[config.mk]
export PLATFORM = sky130hd
export DESIGN_NAME = mux_skid_stage
export DESIGN_NICKNAME = d
export VERILOG_FILES = /design/src/rtl/pipe_pkg.sv /design/src/rtl/mux_n.sv /design/src/rtl/mux_skid_stage.sv
export SDC_FILE = /design/constraint.sdc
export NUM_CORES = 1
export LEC_CHECK = 0
export BUFFER_PORTS_ARGS = -buffer_cell sky130_fd_sc_hd__buf_2
export CELL_PAD_IN_SITES_DETAIL_PLACEMENT = 1
export CELL_PAD_IN_SITES_GLOBAL_PLACEMENT = 2
export CORE_MARGIN = 1
export CORE_UTILIZATION = 25
export DETAILED_ROUTE_END_ITERATION = 8
export HOLD_SLACK_MARGIN = 0.03
export PLACE_DENSITY_LB_ADDON = 0.1
export SLEW_MARGIN = 20
export SYNTH_ARGS = -nofsm -noshare
export SYNTH_HDL_FRONTEND = slang
export SYNTH_SLANG_ARGS = --single-unit
[constraint.sdc]
create_clock -name clk -period 2.5 [get_ports clk]
set_input_delay 0.25 -clock clk [delete_from_list [all_inputs] [get_ports clk]]
set_output_delay 0.25 -clock clk [all_outputs]
set_load 0.05 [all_outputs]
[src/rtl/pipe_pkg.sv]
`default_nettype none
// ============================================================================
//  Module      : pipe_pkg
//  Description : Shared pipeline types and constants (skid-buffer state
//                encoding, default datapath width).
//  Revision    : 1.0 - initial release
// ============================================================================

package pipe_pkg;

    localparam int XLEN = 32;

    typedef enum logic [1:0] {
        EMPTY = 2'd0,
        ONE   = 2'd1,
        FULL  = 2'd2
    } skid_state_t;

endpackage : pipe_pkg

`default_nettype wire

[src/rtl/mux_n.sv]
`default_nettype none
// ============================================================================
//  Module      : mux_n
//  Description : Combinational N-way binary-select multiplexer; a select
//                value outside 0..NUM_IN-1 yields all zeros.
//  Revision    : 1.0 - initial release
// ============================================================================

module mux_n
    import pipe_pkg::*;
#(
    parameter  int WIDTH  = XLEN,
    parameter  int NUM_IN = 3,
    localparam int SEL_W  = $clog2(NUM_IN)
)(
    input  logic [NUM_IN-1:0][WIDTH-1:0] d,
    input  logic [SEL_W-1:0]             sel,
    output logic [WIDTH-1:0]             y
);

    // Only in-range codes match a branch, so unused codes fall through to zero.
    always_comb begin
        y = '0;
        for (int i = 0; i < NUM_IN; i++) begin
            if (sel == SEL_W'(i)) begin
                y = d[i];
            end
        end
    end

endmodule : mux_n

`default_nettype wire

[src/rtl/mux_skid_stage.sv]
`default_nettype none
// ============================================================================
//  Module      : mux_skid_stage
//  Description : N-way operand-select stage registered behind a 2-entry skid
//                buffer with valid/ready flow control and flush.
//                Define MUX_SEL_CHECK_EN to add the sticky sel_err output.
//  Revision    : 1.0 - initial release
// ============================================================================

module mux_skid_stage
    import pipe_pkg::*;
#(
    parameter  int WIDTH  = XLEN,
    parameter  int NUM_IN = 3,
    localparam int SEL_W  = $clog2(NUM_IN)
)(
    input  logic                         clk,
    input  logic                         reset,
    input  logic [NUM_IN-1:0][WIDTH-1:0] d,
    input  logic [SEL_W-1:0]             sel,
    input  logic                         in_valid,
    output logic                         in_ready,
    input  logic                         flush,
    output logic [WIDTH-1:0]             y,
    output logic                         out_valid,
    input  logic                         out_ready
`ifdef MUX_SEL_CHECK_EN
    ,
    output logic                         sel_err
`endif
);

    skid_state_t      r_state;
    skid_state_t      w_next_state;
    logic [WIDTH-1:0] r_main;
    logic [WIDTH-1:0] r_skid;
    logic             r_in_ready;

    logic [WIDTH-1:0] w_sel_data;
    logic             w_accept;
    logic             w_pop;
    logic             w_load_main_sel;
    logic             w_load_main_skid;
    logic             w_load_skid;

    mux_n #(
        .WIDTH  (WIDTH),
        .NUM_IN (NUM_IN)
    ) u_mux (
        .d   (d),
        .sel (sel),
        .y   (w_sel_data)
    );

    assign w_accept  = in_valid && r_in_ready && !flush && !reset;
    assign w_pop     = out_valid && out_ready;
    assign out_valid = (r_state != EMPTY);
    assign in_ready  = r_in_ready;
    assign y         = r_main;

    always_ff @(posedge clk) begin
        if (reset) begin
            r_state <= EMPTY;
        end else begin
            r_state <= w_next_state;
        end
    end

    // Flush wins over everything; otherwise the main register always holds
    // the oldest entry and the skid register the younger one.
    always_comb begin
        w_next_state     = r_state;
        w_load_main_sel  = 1'b0;
        w_load_main_skid = 1'b0;
        w_load_skid      = 1'b0;
        if (flush) begin
            w_next_state = EMPTY;
        end else begin
            case (r_state)
                EMPTY: begin
                    if (w_accept) begin
                        w_next_state    = ONE;
                        w_load_main_sel = 1'b1;
                    end
                end
                ONE: begin
                    if (w_accept && !w_pop) begin
                        w_next_state = FULL;
                        w_load_skid  = 1'b1;
                    end else if (w_accept && w_pop) begin
                        w_next_state    = ONE;
                        w_load_main_sel = 1'b1;
                    end else if (w_pop) begin
                        w_next_state = EMPTY;
                    end
                end
                FULL: begin
                    if (w_pop) begin
                        w_next_state     = ONE;
                        w_load_main_skid = 1'b1;
                    end
                end
                default: begin
                    w_next_state = EMPTY;
                end
            endcase
        end
    end

    // Ready is registered from the next state so out_ready never reaches
    // in_ready combinationally.
    always_ff @(posedge clk) begin
        if (reset) begin
            r_in_ready <= 1'b1;
        end else begin
            r_in_ready <= (w_next_state != FULL);
        end
    end

    always_ff @(posedge clk) begin
        if (reset) begin
            r_main <= '0;
            r_skid <= '0;
        end else begin
            if (w_load_main_sel) begin
                r_main <= w_sel_data;
            end else if (w_load_main_skid) begin
                r_main <= r_skid;
            end
            if (w_load_skid) begin
                r_skid <= w_sel_data;
            end
        end
    end

`ifdef MUX_SEL_CHECK_EN
    localparam logic [SEL_W:0] c_num_in = (SEL_W+1)'(NUM_IN);

    logic r_sel_err;
    logic w_sel_oor;

    assign w_sel_oor = ({1'b0, sel} >= c_num_in);
    assign sel_err   = r_sel_err;

    // Sticky until reset; flush deliberately leaves it alone.
    always_ff @(posedge clk) begin
        if (reset) begin
            r_sel_err <= 1'b0;
        end else if (w_accept && w_sel_oor) begin
            r_sel_err <= 1'b1;
        end
    end
`endif

endmodule : mux_skid_stage

`default_nettype wire
### Word level (Yosys, flattened, before mapping)

Index checks and enable logic that the tools add are counted.

* register bits after elaboration: 67
* input port bits: 103
* output and inout port bits: 34
* logic and storage cells: 45

* equality and inequality tests: 5
* multiplexer cells: 23
* reductions and logical operators: 13

Operators with widths (count)
* two-way mux 32 bit: 5
* two-way mux 2 bit: 6
* two-way mux 1 bit: 10
* logical AND 1 bit: 6
* case mux 2 bit (3 select lines): 1
* == test 2 x 1 -> 1 bit, second input constant: 2
* == test 2 bit, second input constant: 2
* logical NOT 2 bit: 2
* nonzero test 2 bit: 2
* logical NOT 1 bit: 3
* inequality test 2 bit, second input constant: 1
* case mux 1 bit (2 select lines): 1

### Logic depth before layout (Yosys ltp)

* depth in word-level cells: 9
* depth in mapped cells: 7
* mapped depth without buffers: 4

### By module

A second synthesis with hierarchy kept.

* cells, all modules: 380
* area total of the unflattened synthesis: 3572.2 um2

Modules (own cells, without submodules)
* mux_skid_stage: instances 1, cells each 303, area an instance 2785.2 um2, sequential area each 1341.3 um2
* mux_n: instances 1, cells each 77, area an instance 787.0 um2, sequential area each 0.0 um2

### Worst setup path before layout

OpenSTA, ideal clock, no wires.

* path type: reg2reg
* start point: register r_in_ready (netlist: in_ready)
* end point: register r_skid[0]
* library setup time: 132 ps
* data arrival time: 1797 ps
* required time: 2368 ps
* slack: 572 ps
* stages on the path, launching flop included: 7
* buffers on the path: 2
* clock period less this slack: 1928 ps
* cells stage by stage: dfxtp_1 > nand3b_4 > or4b_1 > clkbuf_1 > buf_2 > nor2_1 > nor3_1

* cells in the longest elaborated chain, start to end: 7

Ends and longest elaborated chain
* from (decl): line mux_skid_stage.sv:37 `logic r_in_ready;`
* from (signal assigned): line mux_skid_stage.sv:116 `r_in_ready <= (w_next_state != FULL);`
* logical AND 1 bit (3 in a row): line mux_skid_stage.sv:55 `assign w_accept = in_valid && r_in_ready && !flush && !reset;`
* logical AND 1 bit: line mux_skid_stage.sv:87 `if (w_accept && !w_pop) begin`
* two-way mux 1 bit: line mux_skid_stage.sv:87
* two-way mux 1 bit: line mux_skid_stage.sv:79 `case (r_state)`
* two-way mux 1 bit: line mux_skid_stage.sv:76 `if (flush) begin`
* to (signal assigned): line mux_skid_stage.sv:131 `r_skid <= w_sel_data;`
* to (decl): line mux_skid_stage.sv:36 `logic [WIDTH-1:0] r_skid;`

Every way passes these cells.
A chain may end at the register's enable or synchronous reset.

### Worst setup path after layout

* start point: register r_state[0]
* end point: register r_skid[20]

* cells in the longest elaborated chain, start to end: 7
* elaborated cells between the ends (all ways): 8
* those cells by class: eq/ne: 1; mux: 3; reduce/logical: 4

Ends and longest elaborated chain
* from (decl): line mux_skid_stage.sv:33 `skid_state_t r_state;`
* from (signal assigned): line mux_skid_stage.sv:65 `r_state <= w_next_state;`
* nonzero test 2 bit: line mux_skid_stage.sv:57 `assign out_valid = (r_state != EMPTY);`
* logical AND 1 bit: line mux_skid_stage.sv:56 `assign w_pop = out_valid && out_ready;`
* logical NOT 1 bit: line mux_skid_stage.sv:87
* logical AND 1 bit: line mux_skid_stage.sv:87
* two-way mux 1 bit: line mux_skid_stage.sv:87
* two-way mux 1 bit *: line mux_skid_stage.sv:79
* two-way mux 1 bit *: line mux_skid_stage.sv:76

Mark *: on every way between the ends. The rest lies on a longest branch, timed or not.

==> results by group <==
Run status
  • Outcome: complete, no violations

Synthesis
  • Largest family of logic cells by synthesized area: simple AND/OR/NAND/NOR gates
  • Syn Std Cell Area: 3249 um2
  • Post-synthesis sequential area ratio: 41.28%
  • Compound-Gate Fraction of Synth Area: 14.09%
  • Mux share of post-synthesis cell area: 20.02%
  • Synth Area in Adders: 0%
  • Mean post-synth cell area: 8.619 um2
  • Synth Net Count: 480
  • Xor-xnor portion of the synthesized cell area: 0%
  • Register bit total from synthesis: 67
  • Synth unique cells: 23
  • Ys Warns: 0
  • Mapped Cells: 377
  • Post-synthesis simple-gate area fraction: 20.10%

Setup path
  • Worst reg2reg path depth: 5
  • Maximum net fanout on the critical path: 32
  • CP Capture Type: flop
  • R2R Path End: r_skid[20]
  • Worst Setup Start Kind: flop
  • Worst path arrival time: 1990 ps
  • Kind of critical path: reg2reg
  • Flop2flop setup slack: 690 ps
  • Worst R2R Start: r_state[0]
  • CP endpoint: r_skid[20]
  • Worst Setup SP: r_state[0]
  • Req. time, crit path: 2680 ps

Clock network
  • Cts repair resizes: 0
  • Worst-skew pair later-pin latency: 330 ps
  • CTS Buf Count: 9
  • Root Buffer: clkbuf_16
  • CTS tree: yes
  • CTS H-tree depth: 3
  • Post-CTS Setup Repair Bufs: 0
  • Max Root-Sink Buffers: 2
  • Clock transition at path regs: 50 ps
  • CTS Sinks: 67
  • Hold_buf cts: 0

Timing
  • Max frequency: 0.5531 GHz
  • Final Skew: 5.368 ps
  • Period utilisation layout: 72.32%
  • Final hold violation count: 0
  • Max Transition Viols Final: 0
  • TNS Setup: 0 ps
  • Endpoints failing setup: 0
  • Fin crit period: 1808 ps
  • Slew @ Worst Pin: 640.5 ps
  • Unrepaired setup endpoints after global routing: no
  • Hold Slack: 147.6 ps
  • Slew HR: 57.30%

Drt
  • Vias per cell: 4.632
  • Final antenna-violating net count: 0
  • Iteration-0 DRC count of the detailed router: 58
  • First-pass DRT Iterations: 4
  • DRC violations left: 0
  • Routed length per instance: 15.43 um
  • DR vias: 3136
  • Total wire length: 10.45 mm

Layout
  • Multi-input gate area: 1793 um2
  • Final core utilization: 34.62%
  • Number of fill cells: 1556
  • Most frequent cells in the layout: buf_2, dfxtp_1, mux2i_1, nor2_1, nand2_1
  • Reg area: 1341 um2
  • ANT cells: 0
  • Final Net Count: 603
  • Non-Filler Instances: 677
  • Area growth from synthesis to layout: 35.00%
  • Fraction of layout instances using a drive strength above 1: 32.48%
  • Most common cell after layout, fill and taps aside: buf_2

Die
  • Cell row count: 41
  • Core area: 12670 um2
  • IO Count: 137
  • Initial Utilization: 25.64%
  • Die area: 13460 um2
  • Die X: 116.0 um
  • Chip height: 116.0 um

Run
  • Max_cap viols: 0

Global route
  • Initial antenna violation count: 0
  • Congestion Overflow GR: 0
  • Largest net degree at the start of global routing: 33
  • First-pass GRT wire length: 16.44 mm
  • Number of global-route vias before repair: 3227
  • Total GRT Usage: 16.24%

Placed design
  • HPWL Detailed: 7.095 mm
  • Port buffer count: 136
  • Inst Count DP: 661
  • RePlAce Congestion: 0.6669

Min path
  • Hold crit path type: in2reg
  • WHS Path Cells: 2
  • Hold Crit Start: out_ready

Power and ir drop
  • Peak VDD IR: 0.0002235 V
  • Leakage Power: 0.001836 uW
  • PD cells: 628.5 nW/um2
-- state kept, by name, indices dropped and copies added (netlist names) --
signal and flops:
in_ready 1, r_skid 32, r_state 2, y 32
-- final cells by class --
class / count / share of cell area (%)
Sequential cell: 67 / 30.58
Clock buffer: 14 / 5.790
Tap cell: 172 / 4.906
Clock inverter: 2 / 0.7986
Multi-Input combinational cell: 277 / 40.87
Timing Repair Buffer: 145 / 17.06
-- cell usage after synthesis --
library cell	number	area share, %
a21oi_1	2	0.31
and2b_1	1	0.23
buf_2	15	2.3
clkbuf_1	15	1.7
clkbuf_2	3	0.46
dfxtp_1	67	41
mux2i_1	65	20
nand2_1	35	4.0
nand3_1	1	0.15
nand3b_4	1	0.62
nor2_1	65	7.5
nor2b_1	1	0.19
nor3_1	33	5.1
nor3_2	1	0.31
nor4_1	1	0.19
nor4_2	1	0.38
nor4b_2	1	0.46
o21a_1	1	0.23
o21ai_0	32	4.9
o2bb2ai_1	32	8.6
or2_2	2	0.38
or4_1	1	0.23
or4b_1	1	0.31
-- where the power goes --
| part | total [uW] | internal [uW] | switching [uW] |
|---|---|---|---|
| combinational | 404 | 149 | 256 |
| sequential | 1120 | 1100 | 16.9 |
| clock | 1240 | 799 | 437 |
-- routing by layer --
metal / vias up / GRT usage (%) / wire length, um
met2: 89 / 29.40 / 5089
met4: 0 / 5.897 / 141
met1: 1461 / 18.86 / 4660
li1: 1576 / - / -
met5: - / 0 / 0
met3: 10 / 3.243 / 556
-- worst max-delay path, cell delays in order (launching register included) --
cell and delay (ps):
dfxtp_1 450, and2b_1 260, or4b_1 450, buf_4 280, nor2_1 150, nor3_1 60
-- cell families (layout without fill, tap and decap cells) --
kind of cell           after synthesis  in the layout
muxes                               65             65
buffers and inverters               33            161
DFF                                 67             67
AOI/OAI and AO/OA                   67             67
and+or+nand+nor                    145            145
-- how the worst min path moves through the flow --
stage | slack (ps) | endpoint
floorplan | 330 | r_state[1]
global placement | 470 | r_state[1]
detailed placement | 480 | r_state[1]
CTS | 140 | r_state[1]
global route | 160 | r_state[1]
finish | 150 | r_state[1]
-- per-stage QoR --
step	total power (uW)	cell area [um2]	setup WS (ps)
4_1_cts	2804	4387	676.5
2_1_floorplan	1388	3249	571.5
3_3_place_gp	1548	4098	680.8
5_1_grt	2880	4387	585.3
6_report	2757	4387	691.9
3_5_place_dp	1554	4098	601.4
(Power assumes the default switching activity.)
